<file path="src/rtl/crc8_pkg.sv">
// Shared CRC-8 definitions for the framed link (tx framer and rx checker).
// Poly 0x07, MSB-first, no reflection, no final XOR.
package crc8_pkg;

    localparam logic [7:0] CRC8_POLY   = 8'h07;
    localparam logic [7:0] SOF_DEFAULT = 8'hA5;

    typedef enum logic [2:0] {
        ST_FILL,
        ST_DROP,
        ST_SOF,
        ST_LEN,
        ST_DATA,
        ST_CRC
    } state_t;

    // One byte folded into the CRC register, most significant bit first.
    function automatic logic [7:0] crc8_next(
        input logic [7:0] crc,
        input logic [7:0] d
    );
        logic [7:0] c;
        c = crc;
        for (int i = 7; i >= 0; i--) begin
            if (c[7] ^ d[i])
                c = {c[6:0], 1'b0} ^ CRC8_POLY;
            else
                c = {c[6:0], 1'b0};
        end
        return c;
    endfunction

endpackage

</file>
<file path="src/rtl/crc8_frame_tx.sv">
// Byte-stream framer: buffers one payload, then emits SOF, LEN, payload, CRC-8.
// Ports: clk, reset_n (async, active-low); s_data/s_valid/s_last/s_ready upstream
// stream; m_data/m_valid/m_last/m_ready framed output; busy; err_overlen pulse.
module crc8_frame_tx
    import crc8_pkg::*;
#(
    parameter logic [7:0] SOF_BYTE = SOF_DEFAULT,
    parameter int         MAX_LEN  = 16,
    parameter logic [7:0] CRC_INIT = 8'h00
) (
    input  logic       clk,
    input  logic       reset_n,
    input  logic [7:0] s_data,
    input  logic       s_valid,
    input  logic       s_last,
    output logic       s_ready,
    output logic [7:0] m_data,
    output logic       m_valid,
    output logic       m_last,
    input  logic       m_ready,
    output logic       busy,
    output logic       err_overlen
);

    localparam int PW = $clog2(MAX_LEN + 1);
    localparam int AW = (MAX_LEN > 1) ? $clog2(MAX_LEN) : 1;
    localparam logic [PW-1:0] LAST_IDX = PW'(MAX_LEN - 1);
    localparam logic [PW-1:0] FULL_LEN = PW'(MAX_LEN);

    state_t        r_state;
    logic [PW-1:0] r_wr_ptr;
    logic [PW-1:0] r_rd_ptr;
    logic [PW-1:0] r_len;
    logic [7:0]    r_crc;
    logic          r_alive;
    logic          r_err;
    logic [7:0]    r_buf [MAX_LEN];

    logic          w_fill;
    logic          w_recv;
    logic          w_s_hs;
    logic          w_m_hs;
    logic [7:0]    w_m_data;
    logic [7:0]    w_len8;
    logic [AW-1:0] w_wr_idx;
    logic [AW-1:0] w_rd_idx;

    assign w_fill   = (r_state == ST_FILL);
    assign w_recv   = w_fill || (r_state == ST_DROP);
    assign w_len8   = 8'(r_len);
    assign w_wr_idx = r_wr_ptr[AW-1:0];
    assign w_rd_idx = r_rd_ptr[AW-1:0];

    // r_alive keeps s_ready low for the first cycle after reset release.
    assign s_ready     = r_alive && w_recv;
    assign m_valid     = !w_recv;
    assign m_last      = (r_state == ST_CRC);
    assign m_data      = w_m_data;
    assign busy        = !(w_fill && (r_wr_ptr == '0));
    assign err_overlen = r_err;

    assign w_s_hs = s_valid && s_ready;
    assign w_m_hs = m_valid && m_ready;

    always_comb begin
        w_m_data = 8'h00;
        unique case (r_state)
            ST_SOF:  w_m_data = SOF_BYTE;
            ST_LEN:  w_m_data = w_len8;
            ST_DATA: w_m_data = r_buf[w_rd_idx];
            ST_CRC:  w_m_data = r_crc;
            default: w_m_data = 8'h00;
        endcase
    end

    // Payload storage carries no reset: contents are only read after being written.
    always_ff @(posedge clk) begin
        if (w_fill && w_s_hs)
            r_buf[w_wr_idx] <= s_data;
    end

    always_ff @(posedge clk or negedge reset_n) begin
        if (!reset_n) begin
            r_state  <= ST_FILL;
            r_wr_ptr <= '0;
            r_rd_ptr <= '0;
            r_len    <= '0;
            r_crc    <= CRC_INIT;
            r_alive  <= 1'b0;
            r_err    <= 1'b0;
        end else begin
            r_alive <= 1'b1;
            r_err   <= 1'b0;
            unique case (r_state)
                ST_FILL: begin
                    if (w_s_hs) begin
                        if (s_last) begin
                            r_len    <= r_wr_ptr + 1'b1;
                            r_crc    <= CRC_INIT;
                            r_rd_ptr <= '0;
                            r_state  <= ST_SOF;
                        end else if (r_wr_ptr == LAST_IDX) begin
                            // Buffer full with more to come: keep it, drop the rest.
                            r_len   <= FULL_LEN;
                            r_err   <= 1'b1;
                            r_state <= ST_DROP;
                        end else begin
                            r_wr_ptr <= r_wr_ptr + 1'b1;
                        end
                    end
                end
                ST_DROP: begin
                    if (w_s_hs && s_last) begin
                        r_crc    <= CRC_INIT;
                        r_rd_ptr <= '0;
                        r_state  <= ST_SOF;
                    end
                end
                ST_SOF: begin
                    if (w_m_hs)
                        r_state <= ST_LEN;
                end
                ST_LEN: begin
                    if (w_m_hs) begin
                        r_crc   <= crc8_next(r_crc, w_len8);
                        r_state <= ST_DATA;
                    end
                end
                ST_DATA: begin
                    if (w_m_hs) begin
                        r_crc    <= crc8_next(r_crc, w_m_data);
                        r_rd_ptr <= r_rd_ptr + 1'b1;
                        if (r_rd_ptr == r_len - 1'b1)
                            r_state <= ST_CRC;
                    end
                end
                ST_CRC: begin
                    if (w_m_hs) begin
                        r_wr_ptr <= '0;
                        r_state  <= ST_FILL;
                    end
                end
                default: r_state <= ST_FILL;
            endcase
        end
    end

endmodule

</file>
<file path="config.mk">
export PLATFORM = sky130hd
export DESIGN_NAME = crc8_frame_tx
export DESIGN_NICKNAME = d
export VERILOG_FILES = /design/src/rtl/crc8_pkg.sv /design/src/rtl/crc8_frame_tx.sv
export SDC_FILE = /design/constraint.sdc
export NUM_CORES = 1
export LEC_CHECK = 0
export CELL_PAD_IN_SITES_DETAIL_PLACEMENT = 1
export CELL_PAD_IN_SITES_GLOBAL_PLACEMENT = 2
export CORE_UTILIZATION = 35
export CTS_BUF_LIST = sky130_fd_sc_hd__clkbuf_4 sky130_fd_sc_hd__clkbuf_8 sky130_fd_sc_hd__clkbuf_16
export DETAILED_ROUTE_END_ITERATION = 10
export GPL_TIMING_DRIVEN = 0
export PLACE_DENSITY = 0.63
export SKIP_CTS_REPAIR_TIMING = 1
export SYNTH_ARGS = -nofsm -noshare
export SYNTH_HDL_FRONTEND = slang
export SYNTH_SLANG_ARGS = --single-unit
</file>
<file path="constraint.sdc">
create_clock -name clk -period 3.36 [get_ports clk]
set_input_delay 1.008 -clock clk [delete_from_list [all_inputs] [get_ports clk]]
set_output_delay 1.008 -clock clk [all_outputs]
set_load 0.03 [all_outputs]
</file>
==> impl_metrics.ini <==
[power_and_ir_drop]
p_per_area_mw_per_mm2 = 883
p_comb_frac = 0.457
power_mw = 7.73
p_int_mw = 4.84
vdd_drop_max_mv = 0.416
power_switching_mw = 2.89
power_frac_seq = 0.304
power.leakage_nw = 3.02
swShare = 0.374
p_clk_frac = 0.239

[critical_path]
crit_path_start_kind = register
path_delay_family = multiplexers
cp_cell_sequence = buf_12, buf_16, mux4_2, mux4_2, nand2_2, o211ai_1, buf_4
max_stage_delay_ns = 0.54
cp.arrival_ns = 2.67
critPathMaxFanout = 5
cp_num_buf_inv = 3
cp_num_cells = 7
cp-end-kind = output port
crit_end = m_data[0]
cp_slowest_cell = mux4_2
crit_path_start = r_rd_ptr[0]
r2r_end = r_crc[7]
reg2reg_depth = 11
r2r_setup_slack_ns = 0.17
critPathMostFrequentCell = mux4_2
criticalPathCategory = reg2out
reg2reg_from = r_rd_ptr[0]
critical_path_required_ns = 2.35

[clock_tree]
cts_tree = done
cts_max_level = 4
cts_buffer_depth = 2
insertion_delay_ns = 0.42
cts_buffers = 17
root_buffer = clkbuf_16
clkTransAtPathRegs_ns = 0.06
cts_sinks = 156

[worst_hold_path]
worstHoldPathType = reg2reg
min_from = r_rd_ptr[4]

[layout]
area_delta_synth_final_pct = 20.6
layout_commonest_cell = edfxtp_1
finalNetCount = 606
drive_gt1_frac = 0.232
utilization = 0.431
fillerInstances = 2084
finalNonFillerCells = 868
antennaDiodeCount = 0
layout_common_cells = edfxtp_1 (128), nand2_1 (44), nor2_1 (34)

[global_routing]
grt_start_max_net_pins = 29
antenna_found_initial = 0
overflow = 0
grt_pass1_vias = 4631
grt_first_pass_wirelength_microns = 29000
gr-usage-all-layers = 0.189

[timing]
worst_slack_ns = -0.314
fin_worst_skew_ns = 0.00864
hold_viol = 0
whs_ns = 0.569
slew_viol_final = 0
period_share = 1.09
tightest_slew_ns = 1.03
final-setup-viol-count = 8
period_needed_ns = 3.67
max_freq_ghz = 0.272
grt_setup_unrepaired = yes
relSlewSlack = 0.314
tns_ns = -1.40

[outcome]
status = finished with violations
violations = setup timing

[route]
via_per_inst = 5.17
vias = 4486
dr.pass1.iters = 4
drtIter0Drc = 171
wirelength_microns = 19300
ant_nets = 0
drcViolationCount = 0
detail_route.wl_per_cell_microns = 22.2

[logic_synthesis]
async_flop_share = 0.179
synth-seq-cells = 156
ys_warn_count = 0
synth_edf_count = 128
ys_types = 54
synth.area.top_cells = edfxtp_1 (53%), dfrtp_1 (9.7%), mux4_2 (9.6%)
synthFlopType = edfxtp_1
synth_top_area_cell = edfxtp_1
netlist.area_leader.share = 0.530
avgSynthCellArea_sq_um = 13.8
synth_nets = 545
seq_area_frac_synth = 0.627
syn_area_sq_mm = 0.00725
syn_inst = 525

[floorplanning]
die_x_microns = 146
dieHeight_microns = 146
dieArea_sq_mm = 0.0213
ios = 26
coreArea_sq_mm = 0.0203
row_count = 52
initial_utilization = 0.357

[placement]
io_buffers = 25
dp_cells = 820
place_congestion = 0.804
hpwl_microns = 13300

[job]
max-cap-violations = 0
## worst min-delay path: stages, from the launching register on
cell	delay, ns
dfrtp_1	0.38
xor2_1	0.08
nor2_1	0.07
## how the worst min path moves through the flow
stage	slack (ns)	end	cells past startpoint
3_3_place_gp	0.53	r_wr_ptr[4]	2
5_1_grt	0.61	r_rd_ptr[4]	2
4_1_cts	0.57	r_wr_ptr[4]	2
2_1_floorplan	0.49	r_wr_ptr[4]	2
6_report	0.57	r_rd_ptr[4]	2
3_5_place_dp	0.56	r_wr_ptr[4]	2
## routing by layer
metal / routed length, microns / vias to the layer above / track usage / part of all wire
met1: 8500 / 2304 / 0.238 / 0.44
met4: 132 / 0 / 0.0568 / 0.0068
met3: 601 / 13 / 0.0370 / 0.031
met2: 10100 / 77 / 0.330 / 0.52
li1: - / 2092 / - / -
met5: 0 / - / 0 / 0
## cells by family (layout without fill, tap and decap cells)
kind of cell / Yosys count / after routing / synth area share
AO/OA/AOI/OAI: 88 / 88 / 0.0763
XOR/XNOR: 42 / 42 / 0.0538
adder cells (fa/ha/maj): 7 / 7 / 0.0121
buffers and inverters: 47 / 120 / 0.0276
flip-flops: 156 / 156 / 0.627
multiplexers: 42 / 42 / 0.112
other: 1 / 1 / 0.000517
AND/OR/NAND/NOR: 142 / 142 / 0.0913
## final cells by class
class                           instances  area, sq um  share of cell area
Clock inverter                         14          133              0.0152
Clock buffer                           17          425              0.0486
Buffer                                 30          218              0.0249
Sequential cell                       156         4550               0.520
Multi-Input combinational cell        322         2640               0.302
Tap cell                              270          338              0.0386
Timing Repair Buffer                   46          397              0.0453
Inverter                               13         52.6             0.00601
## synth_stat cells (2+ instances only)
library cell	count
edfxtp_1	128
nor4b_1	2
a22o_1	6
o21ai_0	26
nor3b_1	2
o22ai_1	4
clkbuf_1	20
nand3_1	16
xnor2_1	29
inv_1	12
nand2b_1	6
mux4_2	31
buf_2	7
a22oi_1	7
nand2_1	45
and2_1	4
buf_1	4
xor2_1	10
ha_1	7
nor2_1	38
o31ai_1	2
nor3_1	17
nor2b_1	4
mux2i_1	9
a21oi_1	22
o211ai_1	2
mux2_2	2
dfrtp_1	28
a211oi_1	3
xnor2_2	2
a31oi_1	6
buf_4	2
## metrics by stage
| stage | cell area [sq um] | worst slack, ns |
|---|---|---|
| floorplan | 7250 | 0.228 |
| finish | 8750 | -0.314 |
| global route | 8750 | -0.382 |
| CTS | 8390 | -1.58 |
| detailed placement | 7840 | -1.11 |
| global placement | 7840 | -1.09 |
## sequential cells by signal (all words and copies together), names as in the netlist
name         flops
r_buf          128
r_crc            8
r_len            5
r_rd_ptr         5
r_wr_ptr         5
r_state          3
err_overlen      1
r_alive          1
## power by group through the flow
| stage | registers, mW | logic, mW | clock network, mW |
|---|---|---|---|
| finish | 2.35 | 3.53 | 1.85 |
| detailed placement | 2.35 | 3.21 | 0 |
| global route | 2.37 | 3.82 | 1.96 |
| global placement | 2.35 | 3.16 | 0 |
| CTS | 2.31 | 3.23 | 1.89 |
| floorplan | 2.32 | 2.34 | 0 |
(Power assumes the default switching activity.)
